<file path="src/rtl/qcl_add_sub_pipe.sv">
// Multi-lane unsigned add/sub with the carry chain split over latency_p register stages.
// Optional output saturation is enabled with `define QCL_ADD_SUB_PIPE_SAT_EN.
module qcl_add_sub_pipe #(
  parameter int width_p   = 32,
  parameter int lanes_p   = 1,
  parameter int latency_p = 2
) (
  input  logic                       clk_i,
  input  logic                       reset_n_i,
  input  logic                       v_i,
  output logic                       ready_o,
  input  logic [lanes_p*width_p-1:0] a_i,
  input  logic [lanes_p*width_p-1:0] b_i,
  input  logic [lanes_p-1:0]         sub_i,
  input  logic [lanes_p-1:0]         c_i,
  output logic                       v_o,
  input  logic                       ready_i,
  output logic [lanes_p*width_p-1:0] s_o,
  output logic [lanes_p-1:0]         c_o
);

  localparam int stages_lp = (latency_p > 0) ? latency_p : 1;
  localparam int seg_w_lp  = (width_p + stages_lp - 1) / stages_lp;

  typedef logic [width_p-1:0] word_t;

  // Adds segment k of a and b plus cin; returns {carry_out, segment sum placed at its bit offset}.
  // Segments past the top of the word are empty and simply pass the carry through.
  function automatic logic [width_p:0] seg_add(input word_t a, input word_t b,
                                               input logic cin, input int k);
    logic [width_p:0] one, m, am, bm, cv, t;
    logic             cy;
    int               lo, len;
    lo = k * seg_w_lp;
    if (lo > width_p) lo = width_p;
    len = width_p - lo;
    if (len > seg_w_lp) len = seg_w_lp;
    one    = '0;
    one[0] = 1'b1;
    cv     = '0;
    cv[0]  = cin;
    m  = (one << len) - one;
    am = ({1'b0, a} >> lo) & m;
    bm = ({1'b0, b} >> lo) & m;
    t  = am + bm + cv;
    cy = (((t >> len) & one) != '0);
    return {cy, word_t'((t & m) << lo)};
  endfunction

`ifdef QCL_ADD_SUB_PIPE_SAT_EN
  // Add overflow pins to all-ones, subtract underflow pins to zero.
  function automatic word_t clamp(input word_t s, input logic cy, input logic sub);
    if (!sub && cy) return '1;
    if (sub && !cy) return '0;
    return s;
  endfunction
`endif

  generate
    if (latency_p == 0) begin : g_comb
      logic             unused_ctl;
      logic [width_p:0] r0;

      assign unused_ctl = clk_i ^ reset_n_i;
      assign v_o        = v_i;
      assign ready_o    = ready_i;

      always_comb begin
        s_o = '0;
        c_o = '0;
        r0  = '0;
        for (int l = 0; l < lanes_p; l++) begin
          r0 = seg_add(a_i[l*width_p +: width_p],
                       sub_i[l] ? ~b_i[l*width_p +: width_p] : b_i[l*width_p +: width_p],
                       c_i[l] ^ sub_i[l], 0);
`ifdef QCL_ADD_SUB_PIPE_SAT_EN
          s_o[l*width_p +: width_p] = clamp(r0[width_p-1:0], r0[width_p], sub_i[l]);
`else
          s_o[l*width_p +: width_p] = r0[width_p-1:0];
`endif
          c_o[l] = r0[width_p] ^ sub_i[l];
        end
      end
    end else begin : g_pipe
      logic [latency_p-1:0] vld_all;
      logic [latency_p-1:0] load;

      // A stage may load unless it and every stage after it is full and the output is stalled.
      always_comb begin : p_load
        logic full;
        full = 1'b1;
        load = '0;
        for (int k = latency_p - 1; k >= 0; k--) begin
          full    = full & vld_all[k];
          load[k] = ready_i | !full;
        end
      end

      for (genvar k = 0; k < latency_p; k++) begin : g_stage
        word_t            a_in   [lanes_p];
        word_t            b_in   [lanes_p];
        word_t            s_in   [lanes_p];
        logic             cy_in  [lanes_p];
        logic             sub_in [lanes_p];
        logic             vld_in;
        word_t            s_n    [lanes_p];
        logic             cy_n   [lanes_p];
        logic [width_p:0] r;
        word_t            s_p    [lanes_p];
        logic             cy_p   [lanes_p];
        logic             sub_p  [lanes_p];
        logic             vld_p;

        if (k == 0) begin : g_first
          // Subtract is folded into an add of ~B with inverted borrow on entry.
          always_comb begin
            vld_in = v_i;
            for (int l = 0; l < lanes_p; l++) begin
              a_in[l]   = a_i[l*width_p +: width_p];
              b_in[l]   = sub_i[l] ? ~b_i[l*width_p +: width_p] : b_i[l*width_p +: width_p];
              cy_in[l]  = c_i[l] ^ sub_i[l];
              sub_in[l] = sub_i[l];
              s_in[l]   = '0;
            end
          end
        end else begin : g_next
          always_comb begin
            vld_in = g_stage[k-1].vld_p;
            for (int l = 0; l < lanes_p; l++) begin
              a_in[l]   = g_stage[k-1].g_fwd.a_p[l];
              b_in[l]   = g_stage[k-1].g_fwd.b_p[l];
              cy_in[l]  = g_stage[k-1].cy_p[l];
              sub_in[l] = g_stage[k-1].sub_p[l];
              s_in[l]   = g_stage[k-1].s_p[l];
            end
          end
        end

        always_comb begin
          r = '0;
          for (int l = 0; l < lanes_p; l++) begin
            r       = seg_add(a_in[l], b_in[l], cy_in[l], k);
            s_n[l]  = s_in[l] | r[width_p-1:0];
            cy_n[l] = r[width_p];
`ifdef QCL_ADD_SUB_PIPE_SAT_EN
            if (k == latency_p - 1) s_n[l] = clamp(s_n[l], cy_n[l], sub_in[l]);
`endif
          end
        end

        // ---- stage k register boundary ----
        always_ff @(posedge clk_i or negedge reset_n_i) begin
          if (!reset_n_i) vld_p <= 1'b0;
          else if (load[k]) vld_p <= vld_in;
        end

        always_ff @(posedge clk_i) begin
          if (load[k]) begin
            for (int l = 0; l < lanes_p; l++) begin
              s_p[l]   <= s_n[l];
              cy_p[l]  <= cy_n[l];
              sub_p[l] <= sub_in[l];
            end
          end
        end

        // Operand words only travel as far as the last segment that still needs them.
        if (k < latency_p - 1) begin : g_fwd
          word_t a_p [lanes_p];
          word_t b_p [lanes_p];
          always_ff @(posedge clk_i) begin
            if (load[k]) begin
              for (int l = 0; l < lanes_p; l++) begin
                a_p[l] <= a_in[l];
                b_p[l] <= b_in[l];
              end
            end
          end
        end

        assign vld_all[k] = vld_p;
      end

      assign v_o     = vld_all[latency_p-1];
      assign ready_o = load[0];

      // Data registers are not reset, so results are forced to zero whenever v_o is low.
      always_comb begin
        s_o = '0;
        c_o = '0;
        for (int l = 0; l < lanes_p; l++) begin
          if (v_o) begin
            s_o[l*width_p +: width_p] = g_stage[latency_p-1].s_p[l];
            c_o[l] = g_stage[latency_p-1].cy_p[l] ^ g_stage[latency_p-1].sub_p[l];
          end
        end
      end
    end
  endgenerate

endmodule

</file>
<file path="config.mk">
export PLATFORM = sky130hd
export DESIGN_NAME = qcl_add_sub_pipe
export DESIGN_NICKNAME = d
export VERILOG_FILES = /design/src/rtl/qcl_add_sub_pipe.sv
export SDC_FILE = /design/constraint.sdc
export NUM_CORES = 1
export LEC_CHECK = 0
export ABC_AREA = 1
export CAP_MARGIN = 5
export CORE_MARGIN = 4
export CORE_UTILIZATION = 50
export CTS_BUF_LIST = sky130_fd_sc_hd__clkbuf_2
export DETAILED_ROUTE_END_ITERATION = 12
export GPL_ROUTABILITY_DRIVEN = 0
export PLACE_DENSITY = 0.85
export SYNTH_ARGS = -nofsm -noshare
export SYNTH_HDL_FRONTEND = slang
export SYNTH_SLANG_ARGS = --single-unit
</file>
<file path="constraint.sdc">
create_clock -name clk_i -period 5 [get_ports clk_i]
set_input_delay 1 -clock clk_i [delete_from_list [all_inputs] [get_ports clk_i]]
set_output_delay 1 -clock clk_i [all_outputs]
set_load 0.02 [all_outputs]
</file>
==> insert_results.sql <==
INSERT INTO impl_metrics (metric_group, metric, value, unit) VALUES
('floorplan', 'std_cell_rows', '37', ''),
('yosys', 'number_of_register_bits_inferred_by_synthesis', '86', ''),
('yosys', 'syn_nets', '681', ''),
('sta', 'timing.slew.headroom', '0.238', ''),
('route', 'dr_vias', '4046', ''),
('yosys', 'synth.top_cells.by_area', 'sky130_fd_sc_hd__edfxtp_1 48%, sky130_fd_sc_hd__nand2_1 14%, sky130_fd_sc_hd__inv_1 7.7%', ''),
('pwr', 'power.switching_fraction', '0.318', ''),
('cts', 'root_buffer', 'sky130_fd_sc_hd__clkbuf_2', ''),
('critical_path', 'critPathKind', 'reg2out', ''),
('place', 'minimum_setup_slack_after_placement', '1.64', 'ns'),
('global_routing', 'residual_overflow_from_global_routing', '0', ''),
('yosys', 'syn-instance-count', '577', ''),
('yosys', 'yosysTopAreaCellShare', '0.484', ''),
('global_routing', 'track_usage', '0.190', ''),
('route', 'final_antenna_net_count', '0', ''),
('place', 'dpl.cell_count', '812', ''),
('pwr', 'combinationalPowerShare', '0.344', ''),
('yosys', 'yosys-top-cells-count', '189 x sky130_fd_sc_hd__nand2_1, 107 x sky130_fd_sc_hd__inv_1, 84 x sky130_fd_sc_hd__edfxtp_1', ''),
('floorplan', 'die_h', '110', 'um'),
('critical_path', 'critPathLaunchType', 'register', ''),
('cts', 'cts-resized-gates', '0', ''),
('hold_path', 'min_delay_startpoint', 'g_pipe.g_stage[0].s_p[0][10]$_DFFE_PP_', ''),
('route', 'number_of_detailed_routing_iterations_run_before_antenna_repair', '5', ''),
('critical_path', 'r2r.worst_path.cells', '9', ''),
('yosys', 'synth_seq_area_share', '0.494', ''),
('floorplan', 'top_level_ports', '105', ''),
('hold_path', 'hold_depth', '0', ''),
('cts', 'path_clk_slew', '0.21', 'ns'),
('cts', 'numCtsBuffers', '9', ''),
('yosys', 'synth_edf_count', '84', ''),
('sta', 'timing.final.max_slew_violations', '0', ''),
('yosys', 'synth_largest_area_cell', 'sky130_fd_sc_hd__edfxtp_1', ''),
('global_routing', 'antenna_found_initial', '1', ''),
('cts', 'clock_sinks', '86', ''),
('route', 'first_drt_iteration_drcs', '259', ''),
('cts', 'cts.path.max_buffers', '2', ''),
('yosys', 'synth_ff_type', 'sky130_fd_sc_hd__edfxtp_1', ''),
('yosys', 'synth_async_sr_flop_share', '0.0233', ''),
('hold_path', 'min_to', 'g_pipe.g_stage[1].s_p[0][10]$_DFFE_PP_', ''),
('sta', 'setup_viol_count_final', '0', ''),
('cts', 'cts_hold_buffers', '0', ''),
('critical_path', 'arr_time_crit_path', '2.64', 'ns'),
('sta', 'fin_setup_tns', '0', 'ns'),
('pwr', 'internal_power', '1.57', 'mW'),
('pwr', 'power_switching', '0.729', 'mW'),
('critical_path', 'worstReg2RegStart', 'g_pipe.g_stage[0].cy_p[0]$_DFFE_PP_', ''),
('critical_path', 'worstPathMaxFanout', '36', ''),
('cts', 'cts_setup_buffers', '0', ''),
('floorplan', 'fp.coreArea', '10200', 'um2'),
('layout', 'final_core_utilization', '0.644', ''),
('cts', 'worst_skew_pair.late_latency', '0.54', 'ns'),
('cts', 'clock_tree.htree_level_count', '3', ''),
('layout', 'post_route_cells_drive_above_1_share', '0.0910', ''),
('run_status', 'run_status', 'finished, final reports clean', ''),
('sta', 'finalClockSkew', '0.0178', 'ns'),
('sta', 'worstMarginPinSlew', '1.14', 'ns'),
('sta', 'period_minus_slack', '3.64', 'ns'),
('yosys', 'syn_avg_cell_area', '9.03', 'um2'),
('cts', 'tritoncts', 'done', ''),
('pwr', 'power.leakage', '3.23', 'nW'),
('global_routing', 'grt_start_max_net_pins', '52', ''),
('critical_path', 'critPathRequiredTime', '4.00', 'ns'),
('pwr', 'cellPowerDensity', '348', 'nW/um2'),
('sta', 'final.period_utilization', '0.729', ''),
('layout', 'filler_cell_count', '766', ''),
('sta', 'final_worst_slack', '1.36', 'ns'),
('route', 'drcViolationCount', '0', ''),
('critical_path', 'critPathCaptureType', 'output pin', ''),
('floorplan', 'initial_core_util', '0.509', ''),
('pwr', 'worst_ir_drop_vdd', '0.000155', 'V'),
('sta', 'fin_worst_hold_slack', '0.443', 'ns');
flip-flops by register name, indices dropped and copies added (netlist names):
| register | flops |
|---|---|
| v_o | 1 |
| g_pipe.g_stage.g_fwd.b_p | 16 |
| g_pipe.g_stage.g_fwd.a_p | 16 |
| g_pipe.g_stage.cy_p | 2 |
| g_pipe.g_stage.vld_p | 1 |
| g_pipe.g_stage.sub_p | 2 |
| g_pipe.g_stage.s_p | 48 |
layout make-up:
class / count / area, um2 / share of cell area
Clock buffer: 10 / 50.0 / 0.00760
Multi-Input combinational cell: 365 / 2150 / 0.327
Sequential cell: 86 / 2570 / 0.391
Tap cell: 136 / 170 / 0.0258
Clock inverter: 6 / 134 / 0.0203
Antenna cell: 1 / 2.50 / 0.000380
Inverter: 118 / 443 / 0.0673
Timing Repair Buffer: 107 / 1060 / 0.161
worst max-delay path by stage:
stage | from | end | slack (ns) | cells past startpoint
6_report | v_o$_DFFE_PN0P_ | s_o[0] | 1.36 | 3
5_1_grt | v_o$_DFFE_PN0P_ | s_o[2] | 1.14 | 3
4_1_cts | v_o$_DFFE_PN0P_ | ready_o | 1.31 | 2
3_5_place_dp | sub_i | g_pipe.g_stage[0].cy_p[0]$_DFFE_PP_ | 1.64 | 12
3_3_place_gp | ready_i | ready_o | 1.70 | 4
2_1_floorplan | ready_i | ready_o | 1.66 | 2
power by group through the flow:
stage | Clock, mW | Combinational, mW | Sequential [mW]
3_3_place_gp | 0 | 0.749 | 1.02
4_1_cts | 0.505 | 0.786 | 1.01
3_5_place_dp | 0 | 0.777 | 1.03
2_1_floorplan | 0 | 0.500 | 1.01
5_1_grt | 0.534 | 0.869 | 1.03
6_report | 0.494 | 0.788 | 1.01
metal layers:
metal | vias to the layer above | routed length (um) | global-route usage
met5 | - | 0 | 0
met4 | 0 | 310 | 0.0873
met3 | 36 | 694 | 0.0280
met2 | 166 | 6040 | 0.366
met1 | 1830 | 4070 | 0.200
li1 | 2014 | - | -
per-stage QoR:
stage / power [mW] / instance area [um2]
2_1_floorplan: 1.51 / 5210
3_3_place_gp: 1.77 / 6400
3_5_place_dp: 1.81 / 6400
4_1_cts: 2.30 / 6580
5_1_grt: 2.43 / 6580
6_report: 2.29 / 6580
cells in the final DEF, fill, tap and decap left out, types with 2 or more instances in the layout:
master,synthesis,routed
sky130_fd_sc_hd__xnor2_1,4,4
sky130_fd_sc_hd__nor3_2,6,6
sky130_fd_sc_hd__xor2_1,43,43
sky130_fd_sc_hd__a21oi_4,2,2
sky130_fd_sc_hd__a21oi_1,13,13
sky130_fd_sc_hd__inv_2,11,11
sky130_fd_sc_hd__nand2_1,189,189
sky130_fd_sc_hd__nor2_2,2,2
sky130_fd_sc_hd__nand4_1,3,3
sky130_fd_sc_hd__ha_1,30,30
sky130_fd_sc_hd__clkdlybuf4s50_1,0,103
sky130_fd_sc_hd__nand3b_1,2,2
sky130_fd_sc_hd__buf_4,3,3
sky130_fd_sc_hd__clkbuf_2,0,10
sky130_fd_sc_hd__edfxtp_1,84,84
sky130_fd_sc_hd__bufinv_16,0,4
sky130_fd_sc_hd__nand3_1,20,19
sky130_fd_sc_hd__fa_1,4,4
sky130_fd_sc_hd__nand3_2,1,2
sky130_fd_sc_hd__nor2_1,21,21
sky130_fd_sc_hd__inv_1,107,107
sky130_fd_sc_hd__dfrtp_1,2,2
sky130_fd_sc_hd__nand2_2,17,17
cells by family after synthesis:
logic type | count (synthesis) | share of synthesized area
AOI/OAI and AO/OA | 17 | 0.0216
DFF | 86 | 0.494
buffers and inverters | 126 | 0.0939
and+or+nand+nor | 267 | 0.224
adders and majority gates | 34 | 0.0874
xor gates and xnor gates | 47 | 0.0790
worst max-delay path, cell delays in order (launching register included):
cell	delay [ns]
sky130_fd_sc_hd__dfrtp_1	1.15
sky130_fd_sc_hd__nand2_1	0.24
sky130_fd_sc_hd__inv_1	0.11
sky130_fd_sc_hd__clkdlybuf4s50_1	0.60
Power figures use the tool's default switching activity.
